File: src/rtl/uart_tx_arbiter.sv
// Round-robin arbiter sharing one UART TX port among NREQ byte streams.
// A grant is held until a last byte, the burst cap, or an idle timeout.
module uart_tx_arbiter #(
    parameter int unsigned NREQ         = 2,
    parameter int unsigned MAX_BURST    = 64,
    parameter int unsigned IDLE_TIMEOUT = 1024
) (
    input  logic                clk,
    input  logic                rst_n,
    input  logic [NREQ-1:0]     req_valid,
    input  logic [NREQ*8-1:0]   req_data,
    input  logic [NREQ-1:0]     req_last,
    output logic [NREQ-1:0]     req_ready,
    output logic                tx_valid,
    output logic [7:0]          tx_data,
    input  logic                tx_ready,
    output logic [NREQ-1:0]     grant,
    output logic                busy
);

    localparam int unsigned PW  = $clog2(NREQ);
    localparam int unsigned PW1 = PW + 1;
    localparam int unsigned BW  = $clog2(MAX_BURST + 1);
    localparam int unsigned IW  = $clog2(IDLE_TIMEOUT + 1);

    localparam logic [BW-1:0] BurstLast = BW'(MAX_BURST - 1);
    localparam logic [BW-1:0] BurstMax  = BW'(MAX_BURST);
    localparam logic [IW-1:0] IdleLast  = IW'(IDLE_TIMEOUT - 1);
    localparam logic [IW-1:0] IdleMax   = IW'(IDLE_TIMEOUT);
    localparam logic [PW-1:0] LastIdx   = PW'(NREQ - 1);

    typedef enum logic [0:0] {StIdle, StXfer} state_e;

    state_e          state_q, state_d;
    logic [NREQ-1:0] grant_q, grant_d;
    logic [PW-1:0]   gidx_q, gidx_d;
    logic [PW-1:0]   rr_ptr_q, rr_ptr_d;
    logic [BW-1:0]   burst_cnt_q, burst_cnt_d;
    logic [IW-1:0]   idle_cnt_q, idle_cnt_d;

    logic            pick_vld;
    logic [PW-1:0]   pick_idx;
    logic [PW1-1:0]  cand;
    logic            g_valid;
    logic            g_last;
    logic [7:0]      g_data;
    logic            in_xfer;
    logic            xfer;
    logic            release_grant;

    // First valid requester at or after rr_ptr, wrapping modulo NREQ.
    always_comb begin
        pick_vld = 1'b0;
        pick_idx = '0;
        cand     = '0;
        for (int unsigned k = 0; k < NREQ; k++) begin
            cand = {1'b0, rr_ptr_q} + PW1'(k);
            if (cand >= PW1'(NREQ)) begin
                cand = cand - PW1'(NREQ);
            end
            if (!pick_vld && req_valid[cand[PW-1:0]]) begin
                pick_vld = 1'b1;
                pick_idx = cand[PW-1:0];
            end
        end
    end

    assign in_xfer = (state_q == StXfer);
    assign g_valid = req_valid[gidx_q];
    assign g_last  = req_last[gidx_q];
    assign g_data  = req_data[{gidx_q, 3'b000} +: 8];
    assign xfer    = in_xfer && g_valid && tx_ready;

    assign release_grant = in_xfer &&
                           ((xfer && (g_last || burst_cnt_q == BurstLast)) ||
                            (!g_valid && idle_cnt_q == IdleLast));

    always_ff @(posedge clk or negedge rst_n) begin
        if (!rst_n) begin
            state_q     <= StIdle;
            grant_q     <= '0;
            gidx_q      <= '0;
            rr_ptr_q    <= '0;
            burst_cnt_q <= '0;
            idle_cnt_q  <= '0;
        end else begin
            state_q     <= state_d;
            grant_q     <= grant_d;
            gidx_q      <= gidx_d;
            rr_ptr_q    <= rr_ptr_d;
            burst_cnt_q <= burst_cnt_d;
            idle_cnt_q  <= idle_cnt_d;
        end
    end

    always_comb begin
        state_d     = state_q;
        grant_d     = grant_q;
        gidx_d      = gidx_q;
        rr_ptr_d    = rr_ptr_q;
        burst_cnt_d = burst_cnt_q;
        idle_cnt_d  = idle_cnt_q;
        unique case (state_q)
            StIdle: begin
                if (pick_vld) begin
                    state_d     = StXfer;
                    gidx_d      = pick_idx;
                    grant_d     = NREQ'(1) << pick_idx;
                    burst_cnt_d = '0;
                    idle_cnt_d  = '0;
                end
            end
            StXfer: begin
                if (xfer && burst_cnt_q != BurstMax) begin
                    burst_cnt_d = burst_cnt_q + BW'(1);
                end
                if (g_valid) begin
                    idle_cnt_d = '0;
                end else if (idle_cnt_q != IdleMax) begin
                    idle_cnt_d = idle_cnt_q + IW'(1);
                end
                if (release_grant) begin
                    state_d  = StIdle;
                    grant_d  = '0;
                    rr_ptr_d = (gidx_q == LastIdx) ? '0 : gidx_q + PW'(1);
                end
            end
            default: begin
                state_d = StIdle;
                grant_d = '0;
            end
        endcase
    end

    // Outputs are forced to zero outside XFER so the TX line stays clean.
    always_comb begin
        req_ready = '0;
        tx_valid  = 1'b0;
        tx_data   = 8'h00;
        if (in_xfer) begin
            tx_valid          = g_valid;
            tx_data           = g_data;
            req_ready[gidx_q] = tx_ready;
        end
    end

    assign grant = grant_q;
    assign busy  = in_xfer;

endmodule

File: config.mk
export PLATFORM = sky130hd
export DESIGN_NAME = uart_tx_arbiter
export DESIGN_NICKNAME = d
export VERILOG_FILES = /design/src/rtl/uart_tx_arbiter.sv
export SDC_FILE = /design/constraint.sdc
export NUM_CORES = 1
export LEC_CHECK = 0
export ABC_CLOCK_PERIOD_IN_PS = 4000
export CAP_MARGIN = 20
export CORE_UTILIZATION = 40
export DETAILED_ROUTE_END_ITERATION = 7
export HOLD_SLACK_MARGIN = 0.12
export PLACE_DENSITY = 0.67
export SYNTH_ARGS = -nofsm -noshare
export SYNTH_HDL_FRONTEND = slang
export SYNTH_SLANG_ARGS = --single-unit
File: constraint.sdc
create_clock -name clk -period 4 [get_ports clk]
set_input_delay 0.8 -clock clk [delete_from_list [all_inputs] [get_ports clk]]
set_output_delay 0.8 -clock clk [all_outputs]
set_load 0.01 [all_outputs]
# Yosys cells after proc, flatten, opt, wreduce, memory -nomap -nowiden

Cells that the tools add are included.
Widths: inputs -> output; s select.

Bits in registers: 23
Bits of input ports: 23
Output and inout bits: 14
Logic and storage cells: 80

$add $sub $neg: 6
$lt $le $gt $ge: 6
Equality and inequality tests: 8
Shifts and indexed selects: 2
Mux-type cells: 33
Bitwise logic cells: 2
Reductions and logical operators: 17

Operator list:

| kind                  | count |
|---|---|
| $mux 11               | 3 |
| $pmux 11 s2           | 1 |
| $mux 1                | 19 |
| $shiftx 16x5->8       | 1 |
| $mux 7                | 2 |
| $pmux 7 s2            | 1 |
| $add 11x1->11 const B | 1 |
| $eq 11x10->1 const B  | 1 |
| $ne 11x11->1 const B  | 1 |
| $reduce_and 2->1      | 5 |
| $logic_and 1x1->1     | 8 |
| $mux 8                | 1 |
| $add 7x1->7 const B   | 1 |
| $eq 7x6->1 const B    | 1 |
| $ne 7x7->1 const B    | 1 |
| $lt 1x2->1 const B    | 3 |
| $mux 2                | 3 |
| $ne 2x1->1 const B    | 2 |
| $pmux 2 s2            | 1 |
| $ne 3x1->1 const B    | 1 |
| $add 1x1->2 const B   | 1 |
| $and 2x2->2           | 1 |
| $ge 1x2->1 const B    | 1 |
| $ge 2x2->1 const B    | 1 |
| other kinds (10)      | 13 |

# Logic depth before layout (Yosys ltp)

Gate-level depths: netlist (run 1).

Depth after elaboration: 11
Mapped depth: 6
Mapped depth without buffers: 6

# Worst setup path after synthesis (run 1)

OpenSTA, ideal clock, no wires.

Path kind: in2out
Start: input req_valid[1]
End: output tx_valid
Arrival: 1,456 ps
Required time: 3,200 ps
Slack: 1,744 ps
Stages: 3
Buffers on the path: 1
Path through: clkbuf_1 mux2i_1 nor2_1

Longest elaborated chain between the ends: 3

Ends and longest elaborated chain:

| item                                       | line | RTL |
|---|---|---|
| start: declaration                         | 10   | `input logic [NREQ-1:0] req_valid,` |
| $mux 1 (implied by the code) (2 in series) | 69   | `assign g_valid = req_valid[gidx_q];` |
| $mux 1                                     | 140  | `if (in_xfer) begin` |
| end: declaration                           | 14   | `output logic tx_valid,` |

Every way passes these cells. The select of a mux whose other input is x is not followed.

# Worst setup path after layout (run 1)

Same ends and word-level chain as after synthesis.

==> results of run 1 <==
flip-flops by register name, summed over array words and instances, names as in the netlist:
register	flops
rr_ptr_q	1
burst_cnt_q	7
busy	1
grant	2
idle_cnt_q	11
gidx_q	1
power groups by stage:
stage,Clock (mW),Sequential [mW],Combinational (mW)
6_report,0.111,0.365,0.440
5_1_grt,0.123,0.381,0.489
4_1_cts,0.115,0.364,0.439
3_5_place_dp,0,0.369,0.436
3_3_place_gp,0,0.364,0.424
2_1_floorplan,0,0.327,0.291
final timing paths:
check / to / from / cells past startpoint
setup / recovery: tx_valid / req_valid[1] / 4
hold / removal: burst_cnt_q[4]$_DFFE_PN0P_ / burst_cnt_q[4]$_DFFE_PN0P_ / 1
setup reg to reg: burst_cnt_q[3]$_DFFE_PN0P_ / gidx_q$_DFFE_PN0P_ / 4
hold reg to reg: burst_cnt_q[4]$_DFFE_PN0P_ / burst_cnt_q[4]$_DFFE_PN0P_ / 1
max in group asynchronous: gidx_q$_DFFE_PN0P_ / rst_n / 2
min in group asynchronous: burst_cnt_q[4]$_DFFE_PN0P_ / rst_n / 1
final cells by class:
class	count	share of cell area
inverter	9	0.0178
tap	46	0.0303
multi-input combinational	125	0.437
sequential	23	0.303
timing repair buffer	37	0.198
clock buffer	4	0.0138
layer usage:
metal | wire, µm | track usage | share of wire
met5 | 0 | 0 | 0
met3 | 128 | 0.0493 | 0.034
met1 | 1730 | 0.264 | 0.45
met4 | 44 | 0.0640 | 0.012
met2 | 1900 | 0.361 | 0.50
metrics by stage:
stage / power [mW] / hold WS, ps / cell area, µm² / setup WS, ps
CTS: 0.918 / 520 / 1880 / 702
global placement: 0.788 / 489 / 1860 / 786
global route: 0.993 / 544 / 1900 / 475
finish: 0.915 / 516 / 1900 / 673
detailed placement: 0.805 / 502 / 1860 / 704
floorplan: 0.618 / 467 / 1460 / 1740
synthesized netlist by cell type, drive strengths merged, types with 4 or more instances:
cell	instances	share of area
a21oi	6	0.021
dfrtp	23	0.39
ha	4	0.034
inv	8	0.021
mux2i	16	0.11
nand2	17	0.044
nand3	9	0.031
nand4	5	0.021
nor2	17	0.044
nor3	5	0.017
o21ai	8	0.027
o31ai	5	0.026
logic make-up (layout without fill, tap and decap cells):
group | Yosys count | in the layout | share of synthesized area
AOI/OAI and AO/OA | 34 | 34 | 0.165
xor gates and xnor gates | 1 | 1 | 0.00598
buffers and inverters | 15 | 50 | 0.0402
muxes | 18 | 18 | 0.125
and+or+nand+nor | 68 | 68 | 0.237
adders and majority gates | 4 | 4 | 0.0342
DFF | 23 | 23 | 0.393
worst reg2reg max path: stages, from the launching register on:
cell and delay (ps):
dfrtp_1 770, mux2i_1 370, a311oi_1 640, nand4_1 200, mux2i_1 150
==> flow_summary.yaml, run 1 <==
status:
  status: "completed"
sta:
  setup_violations: 0
  rsz0062_at_grt: "no"
  fin_crit_sh: 0.832
  min_period_ps: 3330
  setup_tns_ps: 0
  timing.fmax_mhz: 301
  hold_viol: 0
  finalClockSkew_ps: 2.80
  max_slew_margin: 0.442
  slew_violations: 0
  tightestPinTransition_ps: 830
routing:
  vias_per_cell: 5.63
  wl_per_cell_um: 15.6
  drt_first_pass_iters: 4
  routed_wirelength_um: 3810
  postRouteAntennaNets: 0
  num_vias: 1374
  drc: 0
  drt_iter0_drc: 67
power_and_ir_drop:
  power_density_mw_per_mm2: 482
  leakagePower_nw: 0.840
  cell_internal_pwr_mw: 0.553
  power.share.clock: 0.121
  p_sw_frac: 0.396
  pwr-share-comb: 0.480
  p_seq_frac: 0.399
  peakVddDrop_mv: 0.365
  p_switching_mw: 0.362
die:
  ios: 37
  row_count: 21
  coreArea_mm2: 0.00342
  die_w_um: 62.5
  dieArea_mm2: 0.00391
  start_util: 0.429
  die_h_um: 62.5
setup_path:
  crit_slowest_cell: "mux2i_1"
  cp_common_cell: "clkdlybuf4s50_1"
  cp-start-kind: "input port"
  arrival_ps: 2530
  required_ps: 3200
  end_kind: "primary output"
  r2r_slack_ps: 1760
  slowest_delay_ps: 570
  critPathTopFamily: "buffers and inverters"
  worstPathMaxFanout: 9
  cp_num_buf_inv: 2
  critical_path_class: "input port to primary output"
  crit_chain: "clkdlybuf4s50_1, mux2i_1, nor2_1, clkdlybuf4s50_1"
clocking:
  path_clk_slew_ps: 130
  clock_latency_ps: 310
  cts_hold_buf: 0
  cts_resized: 0
  cts.path.max_buffers: 2
  clock-sinks: 23
  htreeDepth: 1
  cts_root_buf: "clkbuf_4"
  numCtsBuffers: 3
  post_cts_buffers: 0
  cts_tree: "done"
global_routing:
  grt_antenna_before_repair: 0
  overflow: 0
  track_usage: 0.212
  grt_max_degree: 24
  grt_pass1_vias: 1411
  grt_pass1_wl_um: 6580
placement:
  dp_hpwl_um: 2860
  dp.cells: 239
  io_buffer_count: 36
  globalplace.congestion: 0.861
yosys:
  yosysUniqueCellTypes: 41
  synth_edf_count: 0
  yosysWarnings: 0
  async_reset_ff_frac: 1.00
  synth-main-ff-cell: "dfrtp_1"
  ys_ff_latch: 23
  syn_nets: 190
  syn_area_per_cell_um2: 8.98
  synth_seq_area_share: 0.393
  synthCells: 163
  synth_area_mm2: 0.00146
layout:
  layout_commonest_cell: "clkdlybuf4s50_1"
  antenna_cells: 0
  stdcell_count: 244
  postLayoutCoreUtil: 0.556
  area_growth_syn_to_layout_pct: 29.7
  register_area_um2: 576
  multiInputGateArea_um2: 830
  drive_above_1_share: 0.0556
  num-fill-cells: 324
  layout_common_cells: "36 x clkdlybuf4s50_1, 23 x dfrtp_1, 17 x nor2_1, 17 x nand2_1, 16 x mux2i_1"
  final_nets: 226
flow_run:
  drv_cap: 0
min_path:
  hp-class: "flop to flop"
Power figures use the tool's default switching activity.
==> run 2, diff against run 1 <==
- ABC_CLOCK_PERIOD_IN_PS: 4000 -> 3100
- clock period: 4 -> 3.1 ns (I/O delays scaled with it)
==> flow_summary.yaml, run 2 (synthesized netlist as in run 1, its figures left out) <==
setup_path:
  r2r_slack_ps: 880
  required_ps: 2480
  r2r-end: "burst_cnt_q[3]$_DFFE_PN0P_"
  arrival_ps: 2110
  r2r-start: "gidx_q$_DFFE_PN0P_"
  startpoint: "req_valid[1]"
  crit_path_end: "tx_valid"
  cp-start-kind: "input port"
  r2r_cells: 5
  critical_path_class: "input port to primary output"
  end_kind: "primary output"
  worstPathMaxFanout: 9
power_and_ir_drop:
  total_power_mw: 1.19
  peakVddDrop_mv: 0.356
  cell_internal_pwr_mw: 0.723
  p_sw_frac: 0.392
  p_switching_mw: 0.466
  power_density_mw_per_mm2: 621
  pwr-share-comb: 0.489
  p_seq_frac: 0.390
  power.share.clock: 0.121
  leakagePower_nw: 0.851
clocking:
  cts.path.max_buffers: 2
  cts_hold_buf: 0
  cts_root_buf: "clkbuf_4"
  clock-sinks: 23
  numCtsBuffers: 3
  cts_tree: "done"
  post_cts_buffers: 0
  cts_resized: 0
  path_clk_slew_ps: 130
  htreeDepth: 1
  clock_latency_ps: 320
layout:
  drive_above_1_share: 0.0697
  layout_common_cells: "36 x clkdlybuf4s50_1, 23 x dfrtp_1, 17 x nor2_1, 17 x nand2_1, 16 x mux2i_1"
  stdcell_count: 247
  finalInstanceArea_mm2: 0.00191
  largest_reg_flops: 11
  antenna_cells: 0
  final_nets: 229
  layout_commonest_cell: "clkdlybuf4s50_1"
  regMostFlops: "idle_cnt_q"
  area_growth_syn_to_layout_pct: 30.7
die:
  start_util: 0.429
  row_count: 21
  coreArea_mm2: 0.00342
  dieArea_mm2: 0.00391
  die_w_um: 62.5
  ios: 37
  die_h_um: 62.5
routing:
  num_vias: 1386
  drt_iter0_drc: 90
  wl_per_cell_um: 14.8
  vias_per_cell: 5.61
  drc: 0
  drt_first_pass_iters: 4
  postRouteAntennaNets: 0
  routed_wirelength_um: 3660
global_routing:
  top_usage_layer: "met2"
  grtUsageMet3: 0.0365
  grtUsageMet2: 0.351
  grt_pass1_wl_um: 6520
  track_usage: 0.208
  use_met1: 0.276
  grt_antenna_before_repair: 0
  grt_pass1_vias: 1343
  grt_max_degree: 24
  overflow: 0
sta:
  slew_violations: 0
  setup_tns_ps: 0
  finalClockSkew_ps: 4.82
  hold_viol: 0
  min_period_ps: 2730
  rsz0062_at_grt: "no"
  fin_ws_ps: 374
  timing.fmax_mhz: 367
  max_slew_margin: 0.519
  fin_crit_sh: 0.879
  setup_violations: 0
  tightestPinTransition_ps: 714
placement:
  pre_cts_slack_ps: 387
  detailed_place.area_mm2: 0.00189
  globalplace.congestion: 0.911
  dp_hpwl_um: 2830
  dp.cells: 243
  io_buffer_count: 36
status:
  status: "completed"
flow_run:
  drv_cap: 0
min_path:
  hp-class: "flop to flop"
==> run 2: worst max-delay path, cell delays in order <==
cell	delay, ps
clkdlybuf4s50_1	630
mux2i_1	160
nor2_1	130
clkdlybuf4s50_1	560
==> run 2: final cells by class <==
class	count	area (µm²)
tap	46	57.6
fill	324	1500
inverter	9	33.8
clock buffer	4	26.3
multi-input combinational	125	830
sequential	23	576
timing repair buffer	40	390
==> run 2: routing by layer <==
metal	vias up	wire (µm)	part of all wire
met5	-	0	0
met4	0	26	0.0071
met3	5	123	0.034
met2	25	1790	0.49
met1	669	1730	0.47
li1	687	-	-
==> run 2: power by group through the flow <==
stage	Clock [mW]	Sequential, mW	Combinational, mW
6_report	0.144	0.464	0.581
5_1_grt	0.159	0.481	0.646
4_1_cts	0.148	0.463	0.586
3_5_place_dp	0	0.471	0.582
3_3_place_gp	0	0.464	0.566
2_1_floorplan	0	0.422	0.375
==> run 2: how the worst min path moves through the flow <==
stage / start / to / cells past startpoint
floorplan: rst_n / burst_cnt_q[0]$_DFFE_PN0P_ / 0
global placement: grant[1]$_DFFE_PN0P_ / grant[1]$_DFFE_PN0P_ / 1
detailed placement: burst_cnt_q[5]$_DFFE_PN0P_ / burst_cnt_q[5]$_DFFE_PN0P_ / 1
CTS: burst_cnt_q[5]$_DFFE_PN0P_ / burst_cnt_q[5]$_DFFE_PN0P_ / 1
global route: burst_cnt_q[4]$_DFFE_PN0P_ / burst_cnt_q[4]$_DFFE_PN0P_ / 1
finish: burst_cnt_q[5]$_DFFE_PN0P_ / burst_cnt_q[5]$_DFFE_PN0P_ / 1
==> run 2: through the flow <==
step           hold WS, ps  utilization
2_1_floorplan          324            -
3_3_place_gp           496        0.552
3_5_place_dp           503        0.552
4_1_cts                523        0.560
5_1_grt                543        0.560
6_report               521        0.560
